File: config.mk
export PLATFORM = sky130hd
export DESIGN_NAME = card_pixel_renderer_flat
export DESIGN_NICKNAME = d
export VERILOG_FILES = /design/src/rtl/card_pkg.sv /design/src/rtl/card_pixel_renderer_if.sv /design/src/rtl/card_pos_shadow.sv /design/src/rtl/card_pixel_renderer.sv /design/src/flat_wrapper.sv
export SDC_FILE = /design/constraint.sdc
export NUM_CORES = 1
export LEC_CHECK = 0
export ABC_AREA = 0
export CORE_ASPECT_RATIO = 1.75
export CORE_UTILIZATION = 40
export CTS_CLUSTER_DIAMETER = 150
export CTS_CLUSTER_SIZE = 14
export DETAILED_ROUTE_END_ITERATION = 6
export PLACE_DENSITY = 0.76
export SKIP_LAST_GASP = 1
export SLEW_MARGIN = 0
export SYNTH_ARGS = -nofsm -noshare
export SYNTH_HDL_FRONTEND = slang
export SYNTH_SLANG_ARGS = --single-unit
File: constraint.sdc
create_clock -name clock -period 7.04 [get_ports clock]
set_clock_uncertainty 0.1 [all_clocks]
set_input_delay 1.76 -clock clock [delete_from_list [all_inputs] [get_ports clock]]
set_output_delay 1.76 -clock clock [all_outputs]
set_load 0.05 [all_outputs]
File: src/rtl/card_pkg.sv
// Shared constants and types for the card sprite renderer.
package card_pkg;

  localparam int unsigned SCREEN_W    = 256;
  localparam int unsigned SCREEN_H    = 240;
  localparam int unsigned CARD_W      = 16;
  localparam int unsigned CARD_H      = 32;
  localparam int unsigned CARD_ADDR_W = 9;
  localparam int unsigned COLOR_W     = 3;

  typedef logic [COLOR_W-1:0] color_t;

  typedef struct packed {
    logic [8:0] x;
    logic [8:0] y;
    logic       vis;
  } card_pos_t;

endpackage

File: src/rtl/card_pixel_renderer_if.sv
// Read port between the renderer and the card sprite memory.
interface card_pixel_renderer_if;
  import card_pkg::*;

  logic [CARD_ADDR_W-1:0] rAddr;
  logic                   RE;
  color_t                 ram_data;

  modport master (output rAddr, output RE, input ram_data);
  modport slave  (input rAddr, input RE, output ram_data);

endinterface

File: src/rtl/card_pos_shadow.sv
// Double-buffered card position: updates land in a shadow copy and move to the
// active copy only on frame_start so a frame is never drawn with mixed positions.
module card_pos_shadow
  import card_pkg::*;
(
  input  logic      clock,
  input  logic      reset,
  input  logic      pos_valid,
  input  logic      frame_start,
  input  card_pos_t pos_in,
  output card_pos_t act,
  output logic      pos_pending
);

  card_pos_t shadow_q;
  card_pos_t act_q;
  logic      pending_q;

  always_ff @(posedge clock) begin
    if (reset) begin
      shadow_q  <= '0;
      act_q     <= '0;
      pending_q <= 1'b0;
    end else begin
      if (pos_valid) begin
        shadow_q <= pos_in;
      end
      if (frame_start) begin
        // A strobe coinciding with frame start bypasses the shadow.
        if (pos_valid) begin
          act_q <= pos_in;
        end else if (pending_q) begin
          act_q <= shadow_q;
        end
        pending_q <= 1'b0;
      end else if (pos_valid) begin
        pending_q <= 1'b1;
      end
    end
  end

  assign act         = act_q;
  assign pos_pending = pending_q;

endmodule

File: src/rtl/card_pixel_renderer.sv
// Card sprite pixel pipeline: hit test and texel addressing, memory-latency
// alignment, transparency substitution. Two clocks from hcount to pix_color.
module card_pixel_renderer
  import card_pkg::*;
#(
  parameter int unsigned CARD_W     = 16,
  parameter int unsigned CARD_H     = 32,
  parameter int unsigned SCALE_LOG2 = 1,
  parameter color_t      TRANSP     = 3'b000
) (
  input  logic                  clock,
  input  logic                  reset,
  input  logic [8:0]            hcount,
  input  logic [8:0]            vcount,
  input  logic                  video_on,
  input  logic                  frame_start,
  input  logic [8:0]            pos_x_in,
  input  logic [8:0]            pos_y_in,
  input  logic                  vis_in,
  input  logic                  pos_valid,
  input  color_t                bg_color,
  card_pixel_renderer_if.master mem,
  output color_t                pix_color,
  output logic                  pix_valid,
  output logic                  pos_pending
);

  localparam int unsigned CardWLog2 = $clog2(CARD_W);
  localparam int unsigned CardHLog2 = $clog2(CARD_H);
  localparam logic signed [9:0] SpanX = 10'(CARD_W << SCALE_LOG2);
  localparam logic signed [9:0] SpanY = 10'(CARD_H << SCALE_LOG2);

  card_pos_t pos_req;
  card_pos_t act;

  assign pos_req = '{x: pos_x_in, y: pos_y_in, vis: vis_in};

  card_pos_shadow u_pos_shadow (
    .clock       (clock),
    .reset       (reset),
    .pos_valid   (pos_valid),
    .frame_start (frame_start),
    .pos_in      (pos_req),
    .act         (act),
    .pos_pending (pos_pending)
  );

  logic signed [9:0]      dx;
  logic signed [9:0]      dy;
  logic                   inbox;
  logic [CardWLog2-1:0]   tx;
  logic [CardHLog2-1:0]   ty;
  logic [CARD_ADDR_W-1:0] addr_c;

  always_comb begin
    dx    = $signed({1'b0, hcount}) - $signed({1'b0, act.x});
    dy    = $signed({1'b0, vcount}) - $signed({1'b0, act.y});
    inbox = act.vis & video_on & ~dx[9] & (dx < SpanX) & ~dy[9] & (dy < SpanY);
    // Inside the box dx/dy are non-negative, so the arithmetic shift is a slice.
    tx     = dx[SCALE_LOG2 +: CardWLog2];
    ty     = dy[SCALE_LOG2 +: CardHLog2];
    addr_c = {ty, tx};
  end

  logic [CARD_ADDR_W-1:0] raddr_q;
  logic                   re_q;
  logic                   vid_d1, vid_d2;
  logic                   inbox_d1, inbox_d2;
  color_t                 bg_d1, bg_d2;
  color_t                 pix_color_q;
  logic                   pix_valid_q;

  always_ff @(posedge clock) begin
    if (reset) begin
      raddr_q     <= '0;
      re_q        <= 1'b0;
      vid_d1      <= 1'b0;
      vid_d2      <= 1'b0;
      inbox_d1    <= 1'b0;
      inbox_d2    <= 1'b0;
      bg_d1       <= '0;
      bg_d2       <= '0;
      pix_color_q <= '0;
      pix_valid_q <= 1'b0;
    end else begin
      if (inbox) begin
        raddr_q <= addr_c;
      end
      re_q     <= inbox;
      vid_d1   <= video_on;
      inbox_d1 <= inbox;
      bg_d1    <= bg_color;

      vid_d2   <= vid_d1;
      inbox_d2 <= inbox_d1;
      bg_d2    <= bg_d1;

      pix_valid_q <= vid_d2;
      if (!vid_d2) begin
        pix_color_q <= '0;
      end else if (!inbox_d2 || (mem.ram_data == TRANSP)) begin
        pix_color_q <= bg_d2;
      end else begin
        pix_color_q <= mem.ram_data;
      end
    end
  end

  assign mem.rAddr = raddr_q;
  assign mem.RE    = re_q;
  assign pix_color = pix_color_q;
  assign pix_valid = pix_valid_q;

endmodule

File: src/flat_wrapper.sv
// flat-port wrapper written by rule: the top's interface ports become plain ports
module card_pixel_renderer_flat import card_pkg::*;
#(
  parameter int unsigned CARD_W     = 16,
  parameter int unsigned CARD_H     = 32,
  parameter int unsigned SCALE_LOG2 = 1,
  parameter color_t      TRANSP     = 3'b000
)
  (clock, reset, hcount, vcount, video_on, frame_start, pos_x_in, pos_y_in, vis_in, pos_valid, bg_color, pix_color, pix_valid, pos_pending, mem_rAddr, mem_RE, mem_ram_data);
  card_pixel_renderer_if mem_i ();
  input  logic clock;
  input  logic reset;
  input  logic [8:0] hcount;
  input  logic [8:0] vcount;
  input  logic video_on;
  input  logic frame_start;
  input  logic [8:0] pos_x_in;
  input  logic [8:0] pos_y_in;
  input  logic vis_in;
  input  logic pos_valid;
  input  color_t bg_color;
  output color_t pix_color;
  output logic pix_valid;
  output logic pos_pending;
  output wire logic [$bits(mem_i.rAddr)-1:0] mem_rAddr;
  output wire logic [$bits(mem_i.RE)-1:0] mem_RE;
  input wire logic [$bits(mem_i.ram_data)-1:0] mem_ram_data;
  assign mem_rAddr = mem_i.rAddr;
  assign mem_RE = mem_i.RE;
  assign mem_i.ram_data = mem_ram_data;
  card_pixel_renderer #(.CARD_W(CARD_W), .CARD_H(CARD_H), .SCALE_LOG2(SCALE_LOG2), .TRANSP(TRANSP)) u_core (.clock(clock), .reset(reset), .hcount(hcount), .vcount(vcount), .video_on(video_on), .frame_start(frame_start), .pos_x_in(pos_x_in), .pos_y_in(pos_y_in), .vis_in(vis_in), .pos_valid(pos_valid), .bg_color(bg_color), .mem(mem_i), .pix_color(pix_color), .pix_valid(pix_valid), .pos_pending(pos_pending));
endmodule
Word level (Yosys, flattened, before mapping)
Index checks and enable logic that the tools add are counted.

word-level totals
  bits in registers = 62
  latch bits = 0
  memory bits (writable) = 0
  bits in read-only memories = 0
  output and inout port bits = 15
  logic and storage cells = 38
  memories kept = 0

operators by class
  add/subtract/negate cells = 2
  multipliers = 0
  div/mod/pow operators = 0
  order comparisons = 2
  eq/ne operators = 0
  shifts and indexed selects = 0
  muxes and demuxes = 3
  bitwise logic cells = 8
  reductions and logical operators = 7

operators with widths
  cell                                                  number
  2-to-1 mux 19 bit                                     2
  subtractor 9 x 9 -> 10 bit                            2
  < comparator 10 x 7 -> 1 bit (second input constant)  1
  < comparator 10 x 8 -> 1 bit (second input constant)  1
  AND 1 bit                                             5
  OR reduction 2 bit                                    2
  logical NOT 3 bit                                     1
  2-to-1 mux 3 bit                                      1
  NOT 1 bit                                             3
  AND reduction 2 bit                                   1
  nonzero test 2 bit                                    1
  logical NOT 1 bit                                     1
  logical OR 1 bit                                      1

Logic depth before layout (Yosys ltp)
  word-level depth = 6
  gate-level depth with buffers = 9

Cells and area by module
Synthesis repeated with hierarchy kept, for this count alone.

second synthesis, totals
  cells, all modules = 326
  area total of the unflattened synthesis = 3,199.3 um^2

by module, submodules not included
  module               instances  cells an instance  area an instance (um^2)  sequential area each (um^2)
  card_pixel_renderer  1          198                1,675.4                  460.4
  card_pos_shadow      1          128                1,524.0                  780.7

Least setup slack after synthesis
Ideal clock, no wire load.

  path type = in2reg
  start = input vcount[0]
  end = register u_core.raddr_q[0], in the netlist u_core.mem.rAddr[0]
  setup time = 121 ps
  data arrival time = 3,886 ps
  required time = 6,819 ps
  setup slack = 2,933 ps
  stages on the path = 9
  cell sequence = nand2b_1 fa_1 a211oi_1 o21ai_0 a21oi_1 a211oi_2 nor4_4 nand3_4 mux2_4

between the ends
  longest elaborated chain between the ends = 4
  elaborated cells between the ends (all ways) = 5
  classes of those cells = 1 x add/sub; 1 x order compare; 3 x bitwise

RTL lines
  what                                                                                  line                       source
  from (decl)                                                                           flat_wrapper.sv:14         input logic [8:0] vcount;
  subtractor 9 x 9 -> 10 bit (*)                                                        card_pixel_renderer.sv:57  dy = $signed({1'b0, vcount}) - $signed({1'b0, act.y});
  parallel branches: the longest is 2 deep, another holds < comparator 10 x 8 -> 1 bit  --
  AND 1 bit (*)                                                                         card_pixel_renderer.sv:58  inbox = act.vis & video_on & ~dx[9] & (dx < SpanX) & ~dy[9] & (dy < SpanY);
  to (signal assigned)                                                                  card_pixel_renderer.sv:87  raddr_q <= addr_c;
  to (decl)                                                                             card_pixel_renderer.sv:65  logic [CARD_ADDR_W-1:0] raddr_q;

Mark *: on every way between the ends.
A chain may end at the register's enable or synchronous reset.

Worst setup path after layout
Same ends and word-level chain as after synthesis.

==> flow_summary.toml <==
[setup_path]
reg2regPathDepth = 9
worstSetupEndpointType = "flip-flop"
slowest_stage = "fa_1"
critPathCapture = "u_core.mem.rAddr[0]"
r2r-start = "u_core.u_pos_shadow.act[1]"
cpPeakStageDelay_ps = 440
path_cells = "clkdlybuf4s50_1 -> nand2b_1 -> fa_1 -> a211oi_1 -> o21ai_0 -> a21oi_1 -> a211oi_2 -> nor4_4 -> nand3_4 -> mux2_4"
reg2reg_to = "u_core.mem.rAddr[0]"
path_class = "in -> reg"
r2r_slack_ps = 4130
startpoint = "vcount[0]"
cp.required_ps = 7150
cp-start-kind = "input port"
crit_arrival_ps = 4600
path_max_fanout = 9

[place]
placed_cells_incl_taps = 449
hpwl_mm = 4.343
port_buffers = 62
gp_routability_congestion = 0.7907
dpl_cell_area_mm2 = 0.003674

[synth]
synth.most_common_cell = "dfxtp_1"
synth_common_cells = "dfxtp_1 (62), nor2_1 (55), mux2i_1 (23), nor2b_1 (23), a211oi_1 (22)"
synthTopCellsByArea = "dfxtp_1 (42%), mux2i_1 (7.7%), nor2_1 (6.9%)"
synth_top_cell_area_share_pct = 41.52
synth-seq-cells = 62
ys_types = 38
synth_top_cell_by_area = "dfxtp_1"
synth_edf_count = 0
synth_nets = 379
dominantRegCellSynth = "dfxtp_1"
syn_inst = 313
synth_seq_area_share_pct = 41.52
yosysWarningCount = 0
syn_area_mm2 = 0.002989
avgSynthCellArea_um2 = 9.550
synth_async_sr_flop_share_pct = 0

[hold_path]
holdCritPathClass = "reg -> reg"

[clocking]
cts_max_level = 3
ctsResizeCount = 0
numClockSinks = 62
cts_buffer_depth = 2
numCtsBuffers = 9
cts_hold_buffers = 0
post_cts_buffers = 0
clockRootBuffer = "clkbuf_16"
worst_skew_pair.late_latency_ps = 330
clkSlewWorstSetupHoldPaths_ps = 50
tritoncts = "done"

[sta]
hold-worst-slack_ps = 338.3
finalHoldViolations = 0
max_freq_ghz = 0.2228
slew_viol_final = 0
worst_pin_slew_ps = 1169
period_minus_slack_ps = 4488
setup_viol = 0
grt_setup_unrepaired = "false"
period_share_pct = 63.74
max-slew-margin-rel_pct = 22.07
fin_tns_setup_ps = 0

[floorplanning]
die_area_mm2 = 0.007836
core_mm2 = 0.007233
rows = 41
die_w_um = 67.35
start_util_pct = 41.33
die_h_um = 116.4
ios = 63

[power]
netSwitchingFraction_pct = 23.11
net-switching-power_mw = 0.2365
vdd_ir_drop_max_uv = 148.4
seqPwrFrac_pct = 36.7
internal_power_mw = 0.7869
cellPowerDensity_mw_per_mm2 = 255.3
p_comb_share_pct = 16.0
power_leakage_nw = 1.628
clock_power_share_pct = 47.4

[global_routing]
grt_usage_pct = 17.05
antenna_found_initial = 0
grt_pass1_wl_mm = 9.825
grt_pass1_vias = 2202
grt_max_degree = 69
gr-total-overflow = 0

[drt]
postRouteAntennaNets = 0
routed_via_density = 4.942
dr_total_vias = 2298
drt-total-wl_mm = 5.913
first_iter_violations = 60
wire_per_inst_um = 12.72
drcViolationCount = 0
first_pass_iters = 4

[finish]
final_area_mm2 = 0.004009
area_growth_pct = 34.11
fin_cells = 465
final_layout_size_suffix_gt1_share_pct = 9.235
antenna_cells = 0
utilization_pct = 55.42
fin_nets = 440

[run]
drv_cap = 0

[run_status]
outcome = "finished clean"
cell usage in the layout, fill, tap and decap left out, drive strengths merged, types with 3 or more instances in the layout:
master         count
nand2              3
dfxtp             62
nand3              6
a21oi              7
a22oi              4
nor2b             23
o21ai             10
mux2               8
clkbuf            13
xor2               4
nand2b             7
inv               20
a21o               4
nor2              55
ha                16
mux2i             23
o21a               3
a211oi            23
clkdlybuf4s50     61
nor3               5
kinds of logic after synthesis:
family	after synthesis	synth area share, %
compound gates	60	15.66
xor+xnor	6	1.758
fa+ha+maj	18	8.037
buf+inv	33	4.144
flops	62	41.52
mux	31	11.59
simple gates	103	17.29
power by group through the flow:
stage                     registers (mW)  clock network, mW  logic [mW]
after detailed placement           0.382                  0       0.163
after CTS                          0.375              0.493       0.164
after global routing               0.377              0.508       0.182
final                              0.375              0.485       0.163
after global placement             0.382                  0       0.159
after floorplan                    0.383                  0       0.112
routing by layer:
metal / part of all wire [%] / GRT usage, % / vias to the layer above
met5: 0 / 0 / -
met4: 2.4 / 9.787 / 0
met3: 4.4 / 4.785 / 7
met2: 52 / 29.07 / 48
met1: 41 / 18.32 / 1042
li1: - / - / 1201
layout make-up:
class	count	area, µm²
inverter	20	75.07
fill	634	3224
timing repair buffer	63	623.1
clock buffer	13	270.3
clock inverter	3	65.06
sequential	62	1241
multi-input combinational	218	1627
tap	86	107.6
worst max-delay path, delay by kind of cell:
family          cells  cell delay (ps)
buf+inv             1              390
mux                 1              340
simple gates        3              780
compound gates      4              890
fa+ha+maj           1              440
flip-flops by register name, summed over array words and instances, names as in the netlist:
name / cells
u_core.mem.rAddr: 9
u_core.u_pos_shadow.pos_pending: 1
u_core.mem.RE: 1
u_core.u_pos_shadow.shadow_q: 19
u_core.vid_d1: 1
u_core.inbox_d2: 1
u_core.u_pos_shadow.act: 19
u_core.bg_d2: 3
u_core.bg_d1: 3
u_core.vid_d2: 1
u_core.pix_valid: 1
u_core.pix_color: 3
through the flow:
| stage | setup WS (ps) | power, mW |
|---|---|---|
| floorplan | 2933 | 0.4948 |
| global placement | 2360 | 0.5404 |
| finish | 2552 | 1.023 |
| CTS | 2617 | 1.033 |
| detailed placement | 2271 | 0.5456 |
| global route | 2383 | 1.067 |
worst min-delay path by stage:
stage                     from               to  slack [ps]  cells past startpoint
2_1_floorplan  u_core.bg_d1[0]  u_core.bg_d2[0]         310                      1
3_3_place_gp     u_core.vid_d1    u_core.vid_d2         320                      1
3_5_place_dp   u_core.bg_d1[0]  u_core.bg_d2[0]         330                      1
4_1_cts        u_core.bg_d1[2]  u_core.bg_d2[2]         340                      1
5_1_grt          u_core.vid_d1    u_core.vid_d2         370                      1
6_report       u_core.bg_d1[2]  u_core.bg_d2[2]         340                      1
Power figures use the tool's default switching activity.
